===== src/rtl/fetch_unit.sv =====
// Instruction fetch: reads opcode plus 0-2 operand bytes from a byte memory and presents them to the decoder.
// Latency: N+1 accepted byte cycles, then instr_valid_o on the following cycle (N = operand count).
// Backpressure: memory waits hold mem_addr_o stable; decoder stalls hold the PRESENT outputs stable.
//
// Ports:
//   clk_i, rst_i                    clock, synchronous active-high reset
//   pc_load_i, pc_load_addr_i       redirect request and target (ignored in IDLE)
//   mem_req_o, mem_addr_o           byte read request and address (address is always the PC)
//   mem_valid_i, mem_rdata_i        read byte; accepted when mem_req_o && mem_valid_i
//   instr_valid_o, instr_ready_i    decoder handshake
//   opcode_o, data_o, pc_o          opcode, operand ([7:0] first byte), opcode address
//
// Build option: define FETCH_PREFETCH_EN to fetch the next opcode into a one-byte buffer
// while the decoder is stalling in PRESENT.
module fetch_unit #(
    parameter logic [15:0] RESET_PC = 16'h8000
) (
    input  logic        clk_i,
    input  logic        rst_i,
    input  logic        pc_load_i,
    input  logic [15:0] pc_load_addr_i,
    output logic        mem_req_o,
    output logic [15:0] mem_addr_o,
    input  logic        mem_valid_i,
    input  logic [7:0]  mem_rdata_i,
    output logic        instr_valid_o,
    input  logic        instr_ready_i,
    output logic [7:0]  opcode_o,
    output logic [15:0] data_o,
    output logic [15:0] pc_o
);

    typedef enum logic [2:0] {IDLE, FETCH_OP, FETCH_LO, FETCH_HI, PRESENT} state_t;

    state_t      state_q;
    logic [15:0] pc_q;
    logic [15:0] pc_d;
    logic [7:0]  opcode_q;
    logic [15:0] data_q;
    logic [15:0] instr_pc_q;
    logic [1:0]  nops_q;
    logic        mem_accept;

`ifdef FETCH_PREFETCH_EN
    logic        buf_vld_q;
    logic [7:0]  buf_dat_q;
    logic [15:0] buf_pc_q;
`endif

    // Operand byte count decoded from opcode fields aaabbbcc.
    function automatic logic [1:0] operand_count(input logic [7:0] op);
        logic [2:0] a;
        logic [2:0] b;
        logic [1:0] n;
        a = op[7:5];
        b = op[4:2];
        n = 2'd0;
        case (op[1:0])
            2'b01: n = (b == 3'd3 || b == 3'd6 || b == 3'd7) ? 2'd2 : 2'd1;
            2'b10: begin
                if (b == 3'd2 || b == 3'd4 || b == 3'd6)  n = 2'd0;
                else if (b == 3'd3 || b == 3'd7)          n = 2'd2;
                else                                      n = 2'd1;
            end
            2'b00: begin
                if (b == 3'd0) begin
                    // b=000 column mixes jump-to-subroutine, implied ops and immediates.
                    if (a == 3'd1)                                  n = 2'd2;
                    else if (a == 3'd0 || a == 3'd2 || a == 3'd3)   n = 2'd0;
                    else                                            n = 2'd1;
                end else if (b == 3'd2 || b == 3'd6)                n = 2'd0;
                else if (b == 3'd3 || b == 3'd7)                    n = 2'd2;
                else                                                n = 2'd1;
            end
            default: n = 2'd0;
        endcase
        return n;
    endfunction

    assign pc_d       = pc_q + 16'd1;
    assign mem_accept = mem_req_o && mem_valid_i;

`ifdef FETCH_PREFETCH_EN
    assign mem_req_o = (state_q == FETCH_OP) || (state_q == FETCH_LO) || (state_q == FETCH_HI) ||
                       ((state_q == PRESENT) && !buf_vld_q && !instr_ready_i);
`else
    assign mem_req_o = (state_q == FETCH_OP) || (state_q == FETCH_LO) || (state_q == FETCH_HI);
`endif

    assign mem_addr_o    = pc_q;
    assign instr_valid_o = (state_q == PRESENT);
    assign opcode_o      = opcode_q;
    assign data_o        = data_q;
    assign pc_o          = instr_pc_q;

    always_ff @(posedge clk_i) begin
        if (rst_i) begin
            state_q    <= IDLE;
            pc_q       <= RESET_PC;
            opcode_q   <= 8'h00;
            data_q     <= 16'h0000;
            instr_pc_q <= 16'h0000;
            nops_q     <= 2'd0;
`ifdef FETCH_PREFETCH_EN
            buf_vld_q  <= 1'b0;
            buf_dat_q  <= 8'h00;
            buf_pc_q   <= 16'h0000;
`endif
        end else if (pc_load_i && state_q != IDLE) begin
            // Any byte accepted this cycle is dropped; a PRESENT transfer already happened.
            state_q   <= FETCH_OP;
            pc_q      <= pc_load_addr_i;
`ifdef FETCH_PREFETCH_EN
            buf_vld_q <= 1'b0;
`endif
        end else begin
            case (state_q)
                IDLE: state_q <= FETCH_OP;
                FETCH_OP: begin
                    if (mem_accept) begin
                        opcode_q   <= mem_rdata_i;
                        instr_pc_q <= pc_q;
                        data_q     <= 16'h0000;
                        nops_q     <= operand_count(mem_rdata_i);
                        pc_q       <= pc_d;
                        state_q    <= (operand_count(mem_rdata_i) == 2'd0) ? PRESENT : FETCH_LO;
                    end
                end
                FETCH_LO: begin
                    if (mem_accept) begin
                        data_q[7:0] <= mem_rdata_i;
                        pc_q        <= pc_d;
                        state_q     <= (nops_q == 2'd2) ? FETCH_HI : PRESENT;
                    end
                end
                FETCH_HI: begin
                    if (mem_accept) begin
                        data_q[15:8] <= mem_rdata_i;
                        pc_q         <= pc_d;
                        state_q      <= PRESENT;
                    end
                end
                PRESENT: begin
`ifdef FETCH_PREFETCH_EN
                    if (instr_ready_i) begin
                        if (buf_vld_q) begin
                            // Buffered opcode stands in for the FETCH_OP cycle.
                            opcode_q   <= buf_dat_q;
                            instr_pc_q <= buf_pc_q;
                            data_q     <= 16'h0000;
                            nops_q     <= operand_count(buf_dat_q);
                            buf_vld_q  <= 1'b0;
                            state_q    <= (operand_count(buf_dat_q) == 2'd0) ? PRESENT : FETCH_LO;
                        end else begin
                            state_q <= FETCH_OP;
                        end
                    end else if (mem_accept) begin
                        buf_vld_q <= 1'b1;
                        buf_dat_q <= mem_rdata_i;
                        buf_pc_q  <= pc_q;
                        pc_q      <= pc_d;
                    end
`else
                    if (instr_ready_i) begin
                        state_q <= FETCH_OP;
                    end
`endif
                end
                default: state_q <= IDLE;
            endcase
        end
    end

endmodule


===== config.mk =====
export PLATFORM = sky130hd
export DESIGN_NAME = fetch_unit
export DESIGN_NICKNAME = d
export VERILOG_FILES = /design/src/rtl/fetch_unit.sv
export SDC_FILE = /design/constraint.sdc
export NUM_CORES = 1
export LEC_CHECK = 0
export BUFFER_PORTS_ARGS = -buffer_cell sky130_fd_sc_hd__buf_2
export CAP_MARGIN = 40
export CORE_AREA = 10 10 130 73
export CTS_CLUSTER_DIAMETER = 100
export DETAILED_ROUTE_END_ITERATION = 8
export DIE_AREA = 0 0 140 83
export PLACE_DENSITY = 0.67
export SLEW_MARGIN = 15
export SYNTH_ARGS = -nofsm -noshare
export SYNTH_HDL_FRONTEND = slang
export SYNTH_SLANG_ARGS = --single-unit

===== constraint.sdc =====
create_clock -name clk_i -period 2.4 [get_ports clk_i]
set_input_delay 0.12 -clock clk_i [delete_from_list [all_inputs] [get_ports clk_i]]
set_output_delay 0.12 -clock clk_i [all_outputs]
set_load 0.03 [all_outputs]

; ---- After elaboration in Yosys (flattened, before gate mapping)
; Cells that the tools add are included.
[word_totals]
regBits = 61
latchBits = 0
ramBits = 0
rom_bits = 0
input_bits = 29
out_inout_bits = 58
word_cells = 90
n_memories = 0
[op_classes]
add_sub_neg = 1
mul = 0
n_div = 0
n_lt_le_gt_ge = 0
eq_ne = 23
shift = 0
muxes = 27
bitwise_logic = 1
n_reduce_logical = 30
[ops]
columns = operator, n
row1 = 2-to-1 mux 16 bit, 4
row2 = case mux 8 bit (2 select lines), 2
row3 = 2-to-1 mux 2 bit, 10
row4 = equality test 3 x 2 -> 1 bit (second input constant), 6
row5 = 2-to-1 mux 3 bit, 6
row6 = adder 16 x 1 -> 16 bit (second input constant), 1
row7 = AND reduction 4 bit, 4
row8 = case mux 3 bit (5 select lines), 1
row9 = equality test 3 bit (second input constant), 4
row10 = logical OR 1 bit, 10
row11 = zero test 3 bit, 3
row12 = != test 3 x 2 -> 1 bit (second input constant), 3
row13 = 2-to-1 mux 8 bit, 1
row14 = nonzero test 2 bit, 4
row15 = equality test 3 x 1 -> 1 bit (second input constant), 2
row16 = != test 2 bit (second input constant), 3
row17 = case mux 2 bit (3 select lines), 1
row18 = equality test 2 bit (second input constant), 2
row19 = zero test 2 bit, 2
row20 = != test 3 x 1 -> 1 bit (second input constant), 1
row21 = AND reduction 3 bit, 1
row22 = nonzero test 3 bit, 1
row23 = OR reduction 3 bit, 1
row24 = equality test 2 x 1 -> 1 bit (second input constant), 1
row25 = 6 further kinds, 8

; ---- Depth between registers and ports, before layout
; Gate-level depths: netlist (run 1).
[depth]
depth_word = 16
mapped_depth = 6
ltp_nobuf = 5

; ---- Least setup slack after synthesis (run 1)
; Ideal clock, no wire load.
[synth_timing]
kind = register to register
from = register pc_q[0], in the netlist mem_addr_o[0]
to = register pc_q[14], in the netlist mem_addr_o[14]
setup_ns = 0.079
arrival_time_ns = 1.840
required_time_ns = 2.321
path_slack_ns = 0.481
stages_incl_launch_ff = 6
n_path_buf = 0
period_less_slack_ns = 1.919
cell_sequence = dfxtp_1 ha_1 nand2_1 or4_1 or4_1 o211ai_1
[synth_via]
elab_chain_cells = 4
[synth_rtl]
columns = element, line
row1 = start: declaration, 36  ; logic [15:0] pc_q;
row2 = start signal: assignment, 112  ; pc_q <= pc_load_addr_i;
row3 = start signal: assignment, 125  ; pc_q <= pc_d;
row4 = start signal: assignment, 132  ; pc_q <= pc_d;
row5 = adder 16 x 1 -> 16 bit, 80  ; assign pc_d = pc_q + 16'd1;
row6 = 2-to-1 mux 16 bit, "120, 130, 137"
row7 = 2-to-1 mux 16 bit, -
row8 = 2-to-1 mux 16 bit, 109  ; end else if (pc_load_i && state_q != IDLE) begin
; No other way between the ends. The select of a mux whose other input is x is not followed.
; A chain may end at the register's enable or synchronous reset.

; ---- Worst setup path after layout (run 1)
[layout_timing]
from = register pc_q[7], in the netlist mem_addr_o[7]
to = register pc_q[14], in the netlist mem_addr_o[14]
; Same word-level chain as after synthesis.

==> results of run 1 <==
-- path summary, 6_finish.rpt --
| kind | start | to | slack, ps | cells past startpoint |
|---|---|---|---|---|
| setup / recovery | mem_addr_o[7] | mem_addr_o[14] | 410 | 4 |
| hold / removal | pc_load_addr_i[0] | mem_addr_o[0] | 60 | 3 |
| setup reg to reg | mem_addr_o[7] | mem_addr_o[14] | 410 | 4 |
| hold reg to reg | pc_o[5] | pc_o[5] | 450 | 2 |
-- state kept, by name, indices dropped and copies added (netlist names) --
signal and cells:
nops_q 2, data_o 16, state_q 3, pc_o 16, opcode_o 8, mem_addr_o 16
-- critical path: stages (launching register included) --
cell and delay [ps]:
dfxtp_1 490, nand4_1 300, or4_1 600, or4_1 420, o211ai_1 90
-- report_power, final --
| group | leakage [nW] | switching, mW | internal, mW |
|---|---|---|---|
| combinational | 0.791 | 0.240 | 0.113 |
| clock | 0.143 | 0.447 | 0.827 |
| sequential | 0.496 | 0.0520 | 1.05 |
| total | 1.43 | 0.739 | 1.99 |
-- layer usage --
| layer | track usage (%) | vias to the layer above | share of wire (%) |
|---|---|---|---|
| li1 | - | 1382 | - |
| met5 | 0 | - | 0 |
| met3 | 8.47 | 10 | 12 |
| met4 | 3.61 | 0 | 0.79 |
| met1 | 22.4 | 1324 | 48 |
| met2 | 20.1 | 137 | 39 |
-- cells by family (layout without fill, tap and decap cells) --
logic type / Yosys count / after routing / synth area share [%]
buf+inv: 29 / 115 / 5.03
xor+xnor: 6 / 6 / 1.89
flops: 61 / 61 / 43.8
compound gates: 87 / 87 / 20.0
fa+ha+maj: 1 / 1 / 0.449
mux: 9 / 9 / 3.23
simple gates: 143 / 143 / 25.5
-- cell usage in the layout (no fill, tap or decap), types with 3 or more instances in the layout --
master / instances
buf_2: 86
nand2_1: 63
a311oi_1: 3
a22oi_1: 12
nand3_1: 6
nand4_1: 5
buf_4: 6
a21oi_1: 33
or4_1: 5
xnor2_1: 5
o22ai_1: 3
inv_1: 6
nor4_1: 7
dfxtp_1: 61
a211oi_1: 6
a221oi_1: 3
mux2i_1: 9
and2_1: 3
nor3_1: 12
nand2b_1: 3
clkbuf_16: 9
o21ai_0: 9
nor2_1: 20
nor2b_1: 6
-- final cells by class --
| type | instances | area [µm²] |
|---|---|---|
| fillers | 703 | 3600 |
| multi-input cells | 246 | 1420 |
| flip-flops and latches | 61 | 1220 |
| repair buffers | 92 | 475 |
| clock buffers | 12 | 246 |
| well taps | 96 | 120 |
| clock inverters | 4 | 47.5 |
| inverters | 7 | 26.3 |
==> out/qor.yml, run 1 <==
clock_network:
  cts.clk_slew.worst_paths_ps: 50
  cts_tree: "done"
  clockBufferDepth: 2
  cts_root_buf: "clkbuf_16"
  cts_setup_buffers: 0
  h-tree-depth: 3
  numCtsBuffers: 9
  cts-resized-gates: 0
  cts_hold_buffers: 0
  cts_sinks: 61
  clock_latency_ps: 330
timing:
  holdWs_ps: 58.9
  fin_ws_ps: 414
  final-setup-viol-count: 0
  fmaxAchievable_ghz: 0.504
  fin_crit_ps: 1990
  max_slew_margin_pct: 40.5
  finalCritPeriodShare_pct: 82.7
  hold_viol: 0
  timing.final.max_slew_violations: 0
  clock-skew-final_ps: 6.41
  rsz0062_at_grt: "false"
  tightest_slew_ps: 893
  fin_tns_setup_ps: 0
synthesis:
  synth-edff-count: 0
  synthCells: 336
  synth_area_leaders: "dfxtp_1 44%, nand2_1 8.5%, a21oi_1 5.9%, mux2i_1 3.2%, a22oi_1 3.2%"
  yosys.area.top_type: "dfxtp_1"
  synthArstFlopShare_pct: 0
  ys_top_cells_by_count: "63 x nand2_1, 61 x dfxtp_1, 33 x a21oi_1, 20 x nor2_1"
  ys_types: 51
  yosysMostFrequentCell: "nand2_1"
  ys_seq_elements: 61
  syn_nets: 366
  yosysSeqAreaShare_pct: 43.8
  synth_top_cell_area_share_pct: 43.8
  synth_ff_type: "dfxtp_1"
  ys.warnings.count: 0
  avgSynthCellArea_um2: 8.29
  syn_area_um2: 2790
detailed_routing:
  drc: 0
  drtIter0Drc: 348
  vias_per_cell: 5.51
  drt_wl_total_um: 9380
  dr.pass1.iters: 5
  ant_nets: 0
  vias: 2853
  wl_per_cell_um: 18.1
cells_and_area:
  area_growth_pct: 27.9
  final_util_pct: 49.8
  nets: 447
  design_area_um2: 3560
  num_antenna_cells: 0
  final_cells: 518
  drive_gt1_share_pct: 26.5
min_path:
  hold_path.class: "primary input to register"
run_status:
  outcome: "completed"
global_route:
  grt_pass1_vias: 2667
  antenna_found_initial: 0
  grt_pass1_wl_um: 15000
  grt_overflow: 0
  grt_max_degree: 50
  grt_use_total_pct: 15.8
floorplan:
  core_um2: 7160
  dieHeight_um: 83
  die_area_um2: 11600
  io_pins: 87
  initial_core_util_pct: 38.9
  die_w_um: 140
  rows: 22
job:
  maxCapViolCount: 0
critical_path:
  start_kind: "register"
  crit_required_ps: 2650
  critPathArrivalTime_ps: 2230
  path_class: "register to register"
  setup.worst_path.end_class: "register"
  cp_max_fo: 8
placed_design:
  place.gp.congestion: 0.925
  hpwl_um: 7080
  place_area_um2: 3270
  dp_cells: 502
  io_buffer_count: 86
  pre_cts_slack_ps: 531
pwr:
  power_density_nw_per_um2: 767
  leakage_nw: 1.43
  irDropWorstVdd_v: 0.000315
  totalPowerFinal_mw: 2.73
Note: power is estimated with default switching activity, not from simulation.
==> run 2, diff against run 1 <==
==> constraint.sdc (replaced) <==
create_clock -name clk_i -period 1.9 [get_ports clk_i]
set_input_delay 0.095 -clock clk_i [delete_from_list [all_inputs] [get_ports clk_i]]
set_output_delay 0.095 -clock clk_i [all_outputs]
set_load 0.03 [all_outputs]
==> run 2 against run 1 <==
Sequential share of layout area decreased by 1.2 points. Utilization is 2.0 points higher. Global-route usage is 0.48 points higher. Non-clock buffer count up 13. Worst setup slack got worse by 310 ps. Critical endpoint unchanged. Count of clock-buffer cells in the layout increased by 2. Critical path depth is the same. Design area is 4.1% higher. First-iteration DRC count up 12%. Hold slack worse by 33 ps.
==> out/qor.yml, run 2 (synthesis gave the netlist of run 1 again) <==
timing:
  finalCritPeriodShare_pct: 94.4
  tightest_slew_ps: 730
  clock-skew-final_ps: 7.53
  final-setup-viol-count: 0
  fin_crit_ps: 1790
  rsz0062_at_grt: "false"
  max_slew_margin_pct: 51.3
  fmaxAchievable_ghz: 0.557
  timing.final.max_slew_violations: 0
  hold_viol: 0
  fin_tns_setup_ps: 0
min_path:
  hp-start: "pc_load_addr_i[15]"
  hold_path.class: "primary input to register"
  whs_endpoint: "mem_addr_o[15]"
  min_path_cells: 3
floorplan:
  rows: 22
  io_pins: 87
  initial_core_util_pct: 38.9
  die_area_um2: 11600
  core_um2: 7160
  dieHeight_um: 83
  die_w_um: 140
placed_design:
  io_buffer_count: 86
  hpwl_um: 7460
  place.gp.congestion: 0.912
critical_path:
  crit-reg2reg-capture: "mem_addr_o[14]"
  crit_required_ps: 2150
  path_class: "register to register"
  start_kind: "register"
  setup.worst_path.end_class: "register"
  r2r_cells: 4
  critPathArrivalTime_ps: 2050
  reg2reg_from: "mem_addr_o[3]"
  cp_max_fo: 8
  r2r_setup_slack_ps: 110
detailed_routing:
  vias_per_cell: 5.53
  vias: 2938
  ant_nets: 0
  wl_per_cell_um: 18.5
  drc: 0
  drtIter0Drc: 389
  dr.pass1.iters: 5
  drt_wl_total_um: 9810
pwr:
  power_frac_comb_pct: 13.5
  leakage_nw: 1.51
  p_sw_mw: 0.954
  swShare_pct: 26.4
  irDropWorstVdd_v: 0.000435
  power_density_nw_per_um2: 974
  power_frac_seq_pct: 38.5
  p_int_mw: 2.66
  clkPwrFrac_pct: 48.0
clock_network:
  clock_latency_ps: 340
  cts_tree: "done"
  h-tree-depth: 3
  numCtsBuffers: 9
  cts.clk_slew.worst_paths_ps: 50
  cts_sinks: 61
  clockBufferDepth: 2
  cts_root_buf: "clkbuf_16"
cells_and_area:
  nets: 460
  num_antenna_cells: 0
  final_cell_mix: "86 x buf_2, 63 x nand2_1, 56 x dfxtp_1"
  final_util_pct: 51.8
  drive_gt1_share_pct: 30.3
  final_common_cell: "buf_2"
  fillers: 697
  area_growth_pct: 33.1
global_route:
  grt_use_total_pct: 16.3
  grt_max_degree: 41
  grt_pass1_wl_um: 15200
  antenna_found_initial: 0
  grt_overflow: 0
  grt_pass1_vias: 2789
run_status:
  outcome: "completed"
job:
  maxCapViolCount: 0
[run 2: cell types whose count changed in the layout (fill, tap and decap cells not counted), sizes merged]
| cell | before | now |
|---|---|---|
| clkbuf | 12 | 14 |
| buf | 92 | 105 |
| clkinv | 2 | 1 |
| clkinvlp | 1 | 0 |
[run 2: layout make-up]
type,instances,area (µm²),area share (%)
multi-input cells,246,1440,38.8
well taps,96,120,3.24
flip-flops and latches,61,1230,33.1
clock inverters,2,38.8,1.05
clock buffers,14,284,7.66
inverters,7,26.3,0.709
repair buffers,105,573,15.5
[run 2: how the worst max path moves through the flow]
stage / to / depth (start not counted) / start
global route: mem_addr_o[14] / 4 / mem_addr_o[3]
finish: mem_addr_o[14] / 4 / mem_addr_o[3]
global placement: mem_addr_o[12] / 5 / mem_addr_o[0]
detailed placement: mem_addr_o[14] / 5 / mem_addr_o[0]
floorplan: mem_addr_o[14] / 4 / mem_addr_o[9]
CTS: mem_addr_o[14] / 5 / mem_addr_o[0]
[run 2: critical path, cell delays in order (launching register included)]
cell and delay [ps]:
dfxtp_2 410, nand4_4 190, or4_1 600, or4_1 420, o211ai_1 90
[run 2: metal layers]
layer	up-vias	global-route usage [%]	wire length, µm
li1	1400	-	-
met1	1377	21.9	4630
met2	149	21.8	3900
met3	12	9.03	1190
met4	0	3.80	83
met5	-	0	0
[run 2: timing repair]
| item | CTS | global route |
|---|---|---|
| hold buffers | 0 | 0 |
| resized for setup | 0 | 3 |
| setup endpoints to repair | 0 | 3 |
| buffers inserted | 0 | 0 |
[run 2: per-stage QoR]
| step | hold slack (ps) | setup slack (ps) | total power, mW | cells | area (µm²) |
|---|---|---|---|---|---|
| 6_report | 25.8 | 106 | 3.61 | 531 | 3710 |
| 5_1_grt | 40.6 | 41.6 | 3.74 | 531 | 3710 |
| 4_1_cts | 20.1 | 42.4 | 3.61 | 531 | 3690 |
| 3_5_place_dp | 366 | 87.8 | 1.89 | 515 | 3370 |
| 3_3_place_gp | 354 | 191 | 1.88 | 515 | 3370 |
| 2_1_floorplan | 231 | 7.38 | 1.70 | 336 | 2790 |
[run 2: power groups by stage]
stage	clock (mW)	sequential (mW)	combinational (mW)
3_5_place_dp	0	1.41	0.478
2_1_floorplan	0	1.49	0.211
3_3_place_gp	0	1.40	0.477
4_1_cts	1.75	1.38	0.482
6_report	1.73	1.39	0.488
5_1_grt	1.82	1.39	0.527
==> run 3, diff against run 2 <==
--- a/config.mk
+++ b/config.mk
@@ -11,7 +11,7 @@
 export CTS_CLUSTER_DIAMETER = 100
 export DETAILED_ROUTE_END_ITERATION = 8
 export DIE_AREA = 0 0 140 83
-export PLACE_DENSITY = 0.67
+export PLACE_DENSITY = 0.7
 export SLEW_MARGIN = 15
 export SYNTH_ARGS = -nofsm -noshare
 export SYNTH_HDL_FRONTEND = slang
==> constraint.sdc (replaced) <==
create_clock -name clk_i -period 1.45 [get_ports clk_i]
set_input_delay 0.0725 -clock clk_i [delete_from_list [all_inputs] [get_ports clk_i]]
set_output_delay 0.0725 -clock clk_i [all_outputs]
set_load 0.03 [all_outputs]
==> run 3 against run 2 <==
Utilization is 9.7 points higher. Flip-flop and latch count stayed put. Sequential power is 29% higher. Final cell count is 9.0% higher. Hold slack better by 0.85 ps. Combinational power is 78% higher. First-iteration DRC count is 13% lower. The flow now finishes with violations (negative setup slack). Fmax is 9.0% higher. Global-route usage is 0.82 points higher.
==> out/qor.yml, run 3 (synthesis gave the netlist of run 1 again) <==
run_status:
  outcome: "finished with violations"
  violations: "negative setup slack"
detailed_routing:
  wl_met2_um: 4340
  vias_per_cell: 5.49
  vias: 3178
  dr.pass1.iters: 5
  drt_wl_total_um: 10600
  wl_per_cell_um: 18.4
  top_layer_used: "met4"
  m1WireLength_um: 4830
  ant_nets: 0
  drtIter0Drc: 338
  wl_met3_um: 1350
  drc: 0
critical_path:
  path_class: "register to register"
  reg2reg_from: "mem_addr_o[8]"
  setup.worst_path.end_class: "register"
  start_kind: "register"
  cp_max_fo: 3
  crit_required_ps: 1700
  crit_start: "mem_addr_o[8]"
  critPathArrivalTime_ps: 1900
timing:
  final-setup-viol-count: 6
  fmaxAchievable_ghz: 0.608
  rsz0062_at_grt: "true"
  hold_viol: 0
  fin_crit_ps: 1650
  max_slew_margin_pct: 59.9
  clock-skew-final_ps: 4.03
  holdWs_ps: 26.6
  finalCritPeriodShare_pct: 113
  fin_ws_ps: -196
  tightest_slew_ps: 602
  timing.final.max_slew_violations: 0
cells_and_area:
  final_common_cell: "buf_2"
  final_util_pct: 61.5
  final_cell_mix: "85 x buf_2, 62 x nand2_1, 50 x buf_4"
  nets: 508
  area_growth_pct: 57.9
  final_cells: 579
  drive_gt1_share_pct: 44.9
  num_antenna_cells: 0
floorplan:
  dieHeight_um: 83
  die_w_um: 140
  die_area_um2: 11600
  initial_core_util_pct: 38.9
  io_pins: 87
  rows: 22
  core_um2: 7160
pwr:
  power_frac_comb_pct: 17.7
  totalPowerFinal_mw: 4.89
  irDropWorstVdd_v: 0.000841
  clkPwrFrac_pct: 45.5
  power_frac_seq_pct: 36.8
  swShare_pct: 26.9
  leakage_nw: 1.86
  power_density_nw_per_um2: 1110
  p_sw_mw: 1.32
  p_int_mw: 3.57
placed_design:
  io_buffer_count: 86
  place.gp.congestion: 0.918
  pre_cts_slack_ps: -188
  dp_cells: 558
  hpwl_um: 7920
min_path:
  hold_path.class: "primary input to register"
  hp-start: "pc_load_addr_i[7]"
global_route:
  grt_use_total_pct: 17.1
  grt_max_degree: 31
  grt_overflow: 0
  grt_pass1_wl_um: 16100
  grt_pass1_vias: 2990
  antenna_found_initial: 0
clock_network:
  numCtsBuffers: 9
  h-tree-depth: 3
  clock_latency_ps: 330
  cts_sinks: 61
  clockBufferDepth: 2
  cts_tree: "done"
  cts_root_buf: "clkbuf_16"
  cts.clk_slew.worst_paths_ps: 50
job:
  maxCapViolCount: 0
## run 3: cell count changes in the layout (fill, tap and decap cells not counted), sizes merged
cell,change
buf,+44
dlygate4sd3,+3
inv,+1
## run 3: cell type report
| type | count | area, µm² |
|---|---|---|
| timing repair buffer | 153 | 1040 |
| inverter | 7 | 28.8 |
| fill | 588 | 2760 |
| sequential | 61 | 1270 |
| clock buffer | 13 | 272 |
| tap | 96 | 120 |
| clock inverter | 3 | 41.3 |
| multi-input combinational | 246 | 1630 |
## run 3: path summary, 6_finish.rpt
| path | to | slack (ps) | depth (start not counted) |
|---|---|---|---|
| setup reg to reg | mem_addr_o[12] | -200 | 4 |
| hold / removal | mem_addr_o[7] | 30 | 3 |
| hold reg to reg | opcode_o[5] | 450 | 2 |
| setup / recovery | mem_addr_o[12] | -200 | 4 |
## run 3: power by group through the flow
| stage | sequential [mW] | clock (mW) | combinational [mW] |
|---|---|---|---|
| final | 1.80 | 2.23 | 0.868 |
| after global routing | 1.80 | 2.34 | 0.925 |
| after CTS | 1.79 | 2.25 | 0.804 |
| after detailed placement | 1.82 | 0 | 0.771 |
| after global placement | 1.82 | 0 | 0.763 |
| after floorplan | 1.95 | 0 | 0.279 |
## run 3: worst max-delay path, stage by stage, from the launching register on
cell      delay, ps
dfxtp_4         340
nand4_1         180
or4_4           530
or4_4           420
o211ai_1         90
## run 3: metal layers
metal / GRT usage [%] / up-vias
li1: - / 1508
met1: 23.3 / 1486
met2: 22.3 / 169
met3: 8.69 / 15
met4: 6.11 / 0
met5: 0 / -
## run 3: what timing repair did
item                                    4_1_cts  5_1_grt
resized for setup                            26       43
endpoints found under the setup margin       40       60
buffers inserted                              2        3
hold buffers                                  3        0
pin swaps                                     3       16
cloned                                        0        1
endpoints found under the hold margin         3        0
## run 3: metrics by stage
step / TNS, ps / area [µm²]
2_1_floorplan: -408 / 2840
3_3_place_gp: -1180 / 3780
3_5_place_dp: -2450 / 3780
4_1_cts: -484 / 4220
5_1_grt: -1530 / 4400
6_report: -610 / 4400
